[src/rtl/mem_arbiter_rr.sv]
// mem_arbiter_rr: N-master arbiter for the native memory bus.
// Round-robin or fixed-priority selection, one owner at a time, owner
// index exported on currmaster. Optional stall-timeout abort is built
// when the macro ARB_TIMEOUT_EN is defined.
module mem_arbiter_rr #(
   parameter int MASTER_CNT     = 2,
   parameter int PRIO_MODE      = 0,
   parameter int TIMEOUT_CYCLES = 255
) (
   input  logic                    clk48m,
   input  logic                    resetn,
   input  logic [MASTER_CNT-1:0]   m_valid,
   input  logic [32*MASTER_CNT-1:0] m_addr,
   input  logic [32*MASTER_CNT-1:0] m_wdata,
   input  logic [4*MASTER_CNT-1:0] m_wstrb,
   output logic [MASTER_CNT-1:0]   m_ready,
   output logic [31:0]             m_rdata,
   output logic                    s_valid,
   output logic [31:0]             s_addr,
   output logic [31:0]             s_wdata,
   output logic [3:0]              s_wstrb,
   input  logic                    s_ready,
   input  logic [31:0]             s_rdata,
   output logic [31:0]             currmaster,
   output logic                    bus_timeout
);

   localparam int GW = (MASTER_CNT > 1) ? $clog2(MASTER_CNT) : 1;
   localparam logic [GW:0]   CNT_W  = (GW+1)'(MASTER_CNT);
   localparam logic [GW-1:0] LAST_M = GW'(MASTER_CNT - 1);

   localparam logic [1:0] IDLE  = 2'd0;
   localparam logic [1:0] GRANT = 2'd1;
`ifdef ARB_TIMEOUT_EN
   localparam logic [1:0]  ABORT    = 2'd2;
   localparam logic [15:0] TMO_LAST = 16'(TIMEOUT_CYCLES - 1);
`endif

   if (MASTER_CNT < 1 || MASTER_CNT > 16 || TIMEOUT_CYCLES < 2 || TIMEOUT_CYCLES > 65535) begin : g_bad_param
      $error("mem_arbiter_rr: parameter out of range");
   end

   logic [1:0]      state;
   logic [GW-1:0]   ptr;
   logic [GW-1:0]   g;
   logic [GW-1:0]   win;
   logic            any_req;
   logic            sel_valid;
   logic [31:0]     sel_addr;
   logic [31:0]     sel_wdata;
   logic [3:0]      sel_wstrb;

   // Winner search: scan from ptr (round-robin) or from 0 (fixed priority)
   always_comb begin
      logic [GW:0]           sum;
      logic [MASTER_CNT-1:0] sh;
      win     = '0;
      any_req = 1'b0;
      sum     = '0;
      sh      = '0;
      for (int i = 0; i < MASTER_CNT; i++) begin
         sum = (PRIO_MODE != 0) ? (GW+1)'(i) : ({1'b0, ptr} + (GW+1)'(i));
         if (sum >= CNT_W) sum = sum - CNT_W;
         sh = m_valid >> sum[GW-1:0];
         if (!any_req && sh[0]) begin
            any_req = 1'b1;
            win     = sum[GW-1:0];
         end
      end
   end

   // Slice mux for the current owner
   always_comb begin
      sel_valid = 1'b0;
      sel_addr  = '0;
      sel_wdata = '0;
      sel_wstrb = '0;
      for (int i = 0; i < MASTER_CNT; i++) begin
         if (GW'(i) == g) begin
            sel_valid = m_valid[i];
            sel_addr  = m_addr[32*i +: 32];
            sel_wdata = m_wdata[32*i +: 32];
            sel_wstrb = m_wstrb[4*i +: 4];
         end
      end
   end

   // Bus outputs; slave side is quiet outside GRANT so reset/IDLE show zeros
   always_comb begin
      s_valid = 1'b0;
      s_addr  = '0;
      s_wdata = '0;
      s_wstrb = '0;
      m_ready = '0;
      m_rdata = s_rdata;
      if (state == GRANT) begin
         s_valid = sel_valid;
         s_addr  = sel_addr;
         s_wdata = sel_wdata;
         s_wstrb = sel_wstrb;
         for (int i = 0; i < MASTER_CNT; i++)
            if (GW'(i) == g) m_ready[i] = s_ready;
      end
`ifdef ARB_TIMEOUT_EN
      else if (state == ABORT) begin
         m_rdata = 32'hDEADBEEF;
         for (int i = 0; i < MASTER_CNT; i++)
            if (GW'(i) == g) m_ready[i] = 1'b1;
      end
`endif
   end

`ifdef ARB_TIMEOUT_EN
   logic [15:0] stall_cnt;

   // Stall counter: zero outside GRANT, counts GRANT cycles without s_ready
   always_ff @(posedge clk48m) begin
      if (!resetn || state != GRANT) stall_cnt <= '0;
      else if (!s_ready)             stall_cnt <= stall_cnt + 16'd1;
   end

   assign bus_timeout = (state == ABORT);
`else
   assign bus_timeout = 1'b0;
`endif

   // Arbitration FSM; every GRANT returns through IDLE so stale valids are never regranted
   always_ff @(posedge clk48m) begin
      if (!resetn) begin
         state <= IDLE;
         ptr   <= '0;
         g     <= '0;
      end else begin
         case (state)
            IDLE: begin
               if (any_req) begin
                  g     <= win;
                  state <= GRANT;
                  if (PRIO_MODE == 0) ptr <= (win == LAST_M) ? '0 : win + GW'(1);
               end
            end
            GRANT: begin
               if (!sel_valid || s_ready) state <= IDLE;
`ifdef ARB_TIMEOUT_EN
               else if (stall_cnt == TMO_LAST) state <= ABORT;
`endif
            end
            default: state <= IDLE;
         endcase
      end
   end

   assign currmaster = 32'(g);

endmodule

[config.mk]
export PLATFORM = sky130hd
export DESIGN_NAME = mem_arbiter_rr
export DESIGN_NICKNAME = d
export VERILOG_FILES = /design/src/rtl/mem_arbiter_rr.sv
export SDC_FILE = /design/constraint.sdc
export NUM_CORES = 1
export LEC_CHECK = 0
export CAP_MARGIN = 0
export CORE_AREA = 2 2 119 121
export CTS_BUF_LIST = sky130_fd_sc_hd__clkbuf_4 sky130_fd_sc_hd__clkbuf_8 sky130_fd_sc_hd__clkbuf_16
export DETAILED_ROUTE_END_ITERATION = 10
export DIE_AREA = 0 0 121 123
export PLACE_DENSITY = 0.6
export SLEW_MARGIN = 20
export SYNTH_ARGS = -nofsm -noshare
export SYNTH_HDL_FRONTEND = slang
export SYNTH_SLANG_ARGS = --single-unit
[constraint.sdc]
create_clock -name clk48m -period 1.2 [get_ports clk48m]
set_input_delay 0.24 -clock clk48m [delete_from_list [all_inputs] [get_ports clk48m]]
set_output_delay 0.24 -clock clk48m [all_outputs]
set_load 0.02 [all_outputs]
==> results of run 1 <==
## cell families (layout without fill, tap and decap cells)
family / after synthesis / in the layout / share of synthesized area
AND/OR/NAND/NOR: 80 / 80 / 0.260
buffers and inverters: 81 / 238 / 0.333
AO/OA/AOI/OAI: 3 / 3 / 0.0105
flip-flops: 3 / 3 / 0.0315
other: 1 / 32 / 0.00197
multiplexers: 69 / 69 / 0.363
## per-stage QoR
step / setup slack [ns] / area (um2)
finish: -0.401 / 4710
global route: -0.447 / 4710
CTS: -0.427 / 4450
detailed placement: -0.792 / 4030
global placement: -0.781 / 4030
floorplan: 0.00342 / 2200
## timing repair
action	in CTS	in global routing
resized for setup	428	51
hold endpoints to repair	0	0
buffers inserted	5	1
setup endpoints to repair	72	75
cloned	5	0
## power by group through the flow
stage          sequential [mW]  clock, mW  combinational (mW)
2_1_floorplan            0.115          0                1.12
3_3_place_gp             0.132          0                1.71
3_5_place_dp             0.132          0                1.73
4_1_cts                  0.126      0.558                1.98
5_1_grt                  0.129      0.570                2.23
6_report                 0.127      0.549                2.11
## cell type report
class,count,area [um2],share of cell area
Timing Repair Buffer,234,2480,0.526
Multi-Input combinational cell,184,1860,0.394
Tap cell,180,225,0.0478
Clock buffer,4,82.6,0.0175
Sequential cell,3,67.6,0.0143
## cells in the final DEF, fill, tap and decap left out, types with 2 or more instances in the layout
cell / n
buf_8: 2
and2_1: 2
buf_16: 6
buf_4: 9
mux2i_1: 29
dfxtp_4: 2
mux2i_4: 23
mux2i_2: 17
clkbuf_16: 3
nor2b_2: 68
buf_2: 16
conb_1: 32
nor2b_1: 2
clkdlybuf4s50_1: 139
nand2b_1: 2
buf_12: 5
buf_6: 56
## worst register-to-register path, cell delays in order, from the launching register on
cell and delay (ns):
dfxtp_4 0.38, buf_12 0.16, mux2i_4 0.23, buf_4 0.12, o22ai_1 0.07, and2_1 0.16
## routing by layer
| layer | track usage | vias up | part of all wire |
|---|---|---|---|
| met3 | 0.0226 | 21 | 0.10 |
| met2 | 0.192 | 142 | 0.56 |
| met5 | 0 | - | 0 |
| met1 | 0.0941 | 955 | 0.31 |
| met4 | 0.0436 | 0 | 0.024 |
| li1 | - | 1070 | - |
## path summary, 6_finish.rpt
path / end / cells after the start
worst max-delay path: s_wdata[11] / 5
worst min-delay path: m_rdata[20] / 0
worst max register to register: state[0]$_SDFFE_PN0P_ / 5
worst min register to register: register / 2
==> out/summary.txt, run 1 <==
CTS root buffer -> clkbuf_16
P per Cell Area -> 591 nW/um2
row cnt -> 43
cell-internal power -> 1.81 mW
Post-synth EDFFs -> 0
Final Wtd Congestion -> 0.700
remaining antenna violation count -> 0
most common cell in the synthesized netlist -> nor2b_1
clk slew on worst S/H paths -> 0.03 ns
Fillers -> 1396
drt total wl -> 8.04 mm
cts bufs inserted -> 3
Port-buffer cells -> 212
post-layout util -> 0.346
max-slew violation count -> 0
synth cell count leaders -> 70 x nor2b_1, 69 x mux2i_1, 66 x buf_4
flip-flop and latch count after synthesis -> 3
DIE AREA -> 14900 um2
Synth Cell Area -> 1900 um2
Global Route Usage Sum -> 0.0967
Synth cell types -> 18
# setup viols final -> 73
nets@finish -> 599
Vias/cell -> 3.62
YS warnings -> 0
CP peak stage delay -> 0.38 ns
grt total ovfl -> 0
number of inserted diodes -> 0
# IOs -> 309
post-DR wirelength/cell -> 13.3 um
sw frac -> 0.351
Power, Total -> 2.79 mW
area leader, netlist -> mux2i_1
Hold Path Class -> in -> out
post-route worst setup slack -> -0.401 ns
Initial Util -> 0.140
crit path max fanout -> 8
status -> finished with violations
Final Hold Fails -> 0
Max-cap violations -> 0
top_reg_cell synth -> dfxtp_1
htree depth -> 1
Async S/R FF share, synth -> 0
Combinational Power Share -> 0.757
layout cells sized above 1 -> 0.494
crit share post-route -> 1.33
CTS tree -> yes
fin crit period -> 1.60 ns
Post-CTS Hold Buffers -> 0
crit path cell chain -> buf_12 > buf_16 > mux2i_2 > nor2b_2 > buf_6
Worst Hold Slack -> 0.480 ns
first-pass GRT wire length -> 11.4 mm
Die W -> 121 um
worst min-delay path startpoint -> s_rdata[20]
Crit path required time -> 0.96 ns
Reg-to-Reg Start -> g$_SDFFE_PN0P_
setup TNS -> -25.11 ns
Cells after Synth -> 237
area grow syn2layout -> 147%
DR vias -> 2188
via count of the first global-routing pass -> 2248
Sequential Power Share -> 0.046
Startpoint Class -> register
Die Y -> 123 um
DR iter-0 viols -> 15
RSZ-0062 raised after global routing -> true
final routed DRC violation total -> 0
DP HPWL -> 6.03 mm
Clk Latency, worst-skew pair -> 0.22 ns
CP Class -> reg -> out
delay-heaviest family, CP -> buffers and inverters
DR pass1 iterations -> 2
FMAX -> 625 MHz
R2R setup slack -> -0.03 ns
sw power -> 0.979 mW
# placed instances -> 590
crit path launch -> g$_SDFFE_PN0P_
Worst VDD drop -> 228 uV
initial antenna violation count -> 0
Seq/Total Area, Yosys -> 0.0315
Worst Setup End Kind -> output pin
static leakage -> 1.81 nW
clock share of power -> 0.197
clk sink count -> 3
Slowest cell on crit path -> dfxtp_4
pin count of the biggest net entering global routing -> 21
syn avg cell area -> 8.04 um2
crit path DAT -> 1.36 ns
Area contributors post-synth -> mux2i_1 36%, buf_4 26%, nor2b_1 23%
Layout Cells excl Fill -> 605
Buf/Inv on CP -> 3
Core Region -> 13600 um2
failing checks -> setup timing
post-synth top area share -> 0.363
clk_skew -> 0.00228 ns
clock tree buffer depth -> 2
No activity file was read; power rests on OpenSTA's default activity.
==> inputs of run 2 (changes only) <==
--- a/config.mk
+++ b/config.mk
@@ -8,7 +8,8 @@
 export CAP_MARGIN = 0
-export CORE_AREA = 2 2 119 121
+export CORE_AREA = 2 2 121 123
 export CTS_BUF_LIST = sky130_fd_sc_hd__clkbuf_4 sky130_fd_sc_hd__clkbuf_8 sky130_fd_sc_hd__clkbuf_16
 export DETAILED_ROUTE_END_ITERATION = 10
-export DIE_AREA = 0 0 121 123
-export PLACE_DENSITY = 0.6
+export DIE_AREA = 0 0 123 125
+export DONT_BUFFER_PORTS = 1
+export PLACE_DENSITY = 0.3
 export SLEW_MARGIN = 20
==> constraint.sdc (replaced) <==
create_clock -name clk48m -period 1.2 [get_ports clk48m]
set_input_delay 0.18 -clock clk48m [delete_from_list [all_inputs] [get_ports clk48m]]
set_output_delay 0.18 -clock clk48m [all_outputs]
set_load 0.02 [all_outputs]
==> run 2 against run 1 <==
  * The run still ends with setup timing left
  * Clock power rose by 2%
  * Final area fell by 45%
  * Clock-buffer cell count did not move
  * Total power fell by 30%
  * Combinational power fell by 40%
  * Clock skew rose by 0.0013 ns
  * Core utilization fell by 16 points
  * First-iteration DRC count rose by 40%
  * Sequential share of layout area rose by 1.1 points
  * Worst hold slack got worse by 0.40 ns
  * Final cell count fell by 35%
  * Critical path type unchanged
==> out/summary.txt, run 2 (synthesized netlist as in run 1, its figures left out) <==
status -> finished with violations
failing checks -> setup timing
crit path max fanout -> 5
DR vias -> 1451
DR iter-0 viols -> 21
post-route worst setup slack -> -0.291 ns
post-DR wirelength/cell -> 15.4 um
Fillers -> 1571
worst min-delay path startpoint -> resetn
crit path DAT -> 1.31 ns
most common cell after layout, fill and taps aside -> nor2b_2
Port-buffer cells -> 0
clk slew on worst S/H paths -> 0.03 ns
cts bufs inserted -> 3
Power, Total -> 1.95 mW
via count of the first global-routing pass -> 1390
Clk Latency, worst-skew pair -> 0.23 ns
Reg area -> 65.1 um2
crit share post-route -> 1.24
setup TNS -> -16.31 ns
Global Route Usage Sum -> 0.0670
first-pass GRT wire length -> 7.65 mm
Slowest cell on crit path -> dfxtp_4
Startpoint Class -> register
Die Y -> 125 um
CTS tree -> yes
clk_skew -> 0.00357 ns
Final Hold Fails -> 0
clk sink count -> 3
clock tree buffer depth -> 2
DP HPWL -> 4.02 mm
delay-heaviest family, CP -> flip-flops
most frequent cells in the layout -> 47 x nor2b_2, 45 x mux2i_1, 32 x conb_1
CP peak stage delay -> 0.42 ns
Hold Path Class -> in -> reg
Crit path required time -> 1.02 ns
nets@finish -> 383
Initial Util -> 0.134
row cnt -> 44
layout cells sized above 1 -> 0.560
final routed DRC violation total -> 0
remaining antenna violation count -> 0
area grow syn2layout -> 36.6%
Vias/cell -> 3.69
Buf/Inv on CP -> 2
Final Wtd Congestion -> 0.694
crit path launch -> g$_SDFFE_PN0P_
# setup viols final -> 72
FMAX -> 671 MHz
static leakage -> 0.845 nW
initial antenna violation count -> 0
Worst Setup End Kind -> output pin
pin count of the biggest net entering global routing -> 58
CP Class -> reg -> out
Max-cap violations -> 0
fin crit period -> 1.49 ns
Die W -> 123 um
RSZ-0062 raised after global routing -> true
Core Region -> 14200 um2
# IOs -> 309
htree depth -> 1
grt total ovfl -> 0
area occupied by multi-input gates -> 1870 um2
P per Cell Area -> 751 nW/um2
crit path cell chain -> buf_12 > buf_16 > mux2i_4 > nor2b_4
number of inserted diodes -> 0
drt total wl -> 6.05 mm
Reg-to-Reg Start -> g$_SDFFE_PN0P_
DR pass1 iterations -> 2
max-slew violation count -> 0
Worst VDD drop -> 360 uV
CTS root buffer -> clkbuf_16
DIE AREA -> 15400 um2
-- run 2: changes by cell type in the layout (fill, tap and decap cells not counted), sizes merged --
cell | before | now
buf | 94 | 18
clkdlybuf4s50 | 139 | 0
dlymetal6s2s | 1 | 0
-- run 2: where the power goes --
part / switching (mW) / internal, mW
sequential: 0.0155 / 0.110
combinational: 0.688 / 0.581
clock: 0.0979 / 0.462
total: 0.802 / 1.15
-- run 2: worst reg2reg max path: cells and delay by family, from the launching register on --
family | cells | cell delay, ns
compound gates | 1 | 0.11
flops | 1 | 0.42
mux | 1 | 0.29
simple gates | 1 | 0.15
-- run 2: worst paths after layout --
path	end	slack [ns]	cells after the start
worst max register to register	state[0]$_SDFFE_PN0P_	0.12	3
worst min register to register	register	0.54	2
worst min-delay path	state[0]$_SDFFE_PN0P_	0.08	1
worst max-delay path	s_wdata[19]	-0.29	4
-- run 2: cell type report --
class | instances | share of cell area
multi-input combinational | 184 | 0.720
timing repair buffer | 18 | 0.135
tap | 184 | 0.0885
clock buffer | 4 | 0.0317
sequential | 3 | 0.0250
-- run 2: what timing repair did --
item,4_1_cts,5_1_grt
hold endpoints to repair,0,0
setup endpoints to repair,72,72
setup buffers,2,2
hold buffers,0,0
pin swaps,1,0
gates cloned,6,0
resized for setup,20,62
-- run 2: routing by layer --
metal / wire length (um) / GRT usage / up-vias
met2: 3530 / 0.133 / 136
met1: 1670 / 0.0601 / 664
met3: 726 / 0.0260 / 21
met5: 0 / 0 / -
li1: - / - / 630
met4: 112 / 0.0221 / 0
-- run 2: through the flow --
step	util	hold slack [ns]	setup WS (ns)	instances	area, um2
floorplan	-	0.302	0.0146	268	2190
global placement	0.133	0.306	-0.0816	379	1890
detailed placement	0.133	0.306	-0.107	379	1890
CTS	0.157	0.0724	-0.279	391	2230
global route	0.183	0.0936	-0.335	393	2600
finish	0.183	0.0756	-0.291	393	2600
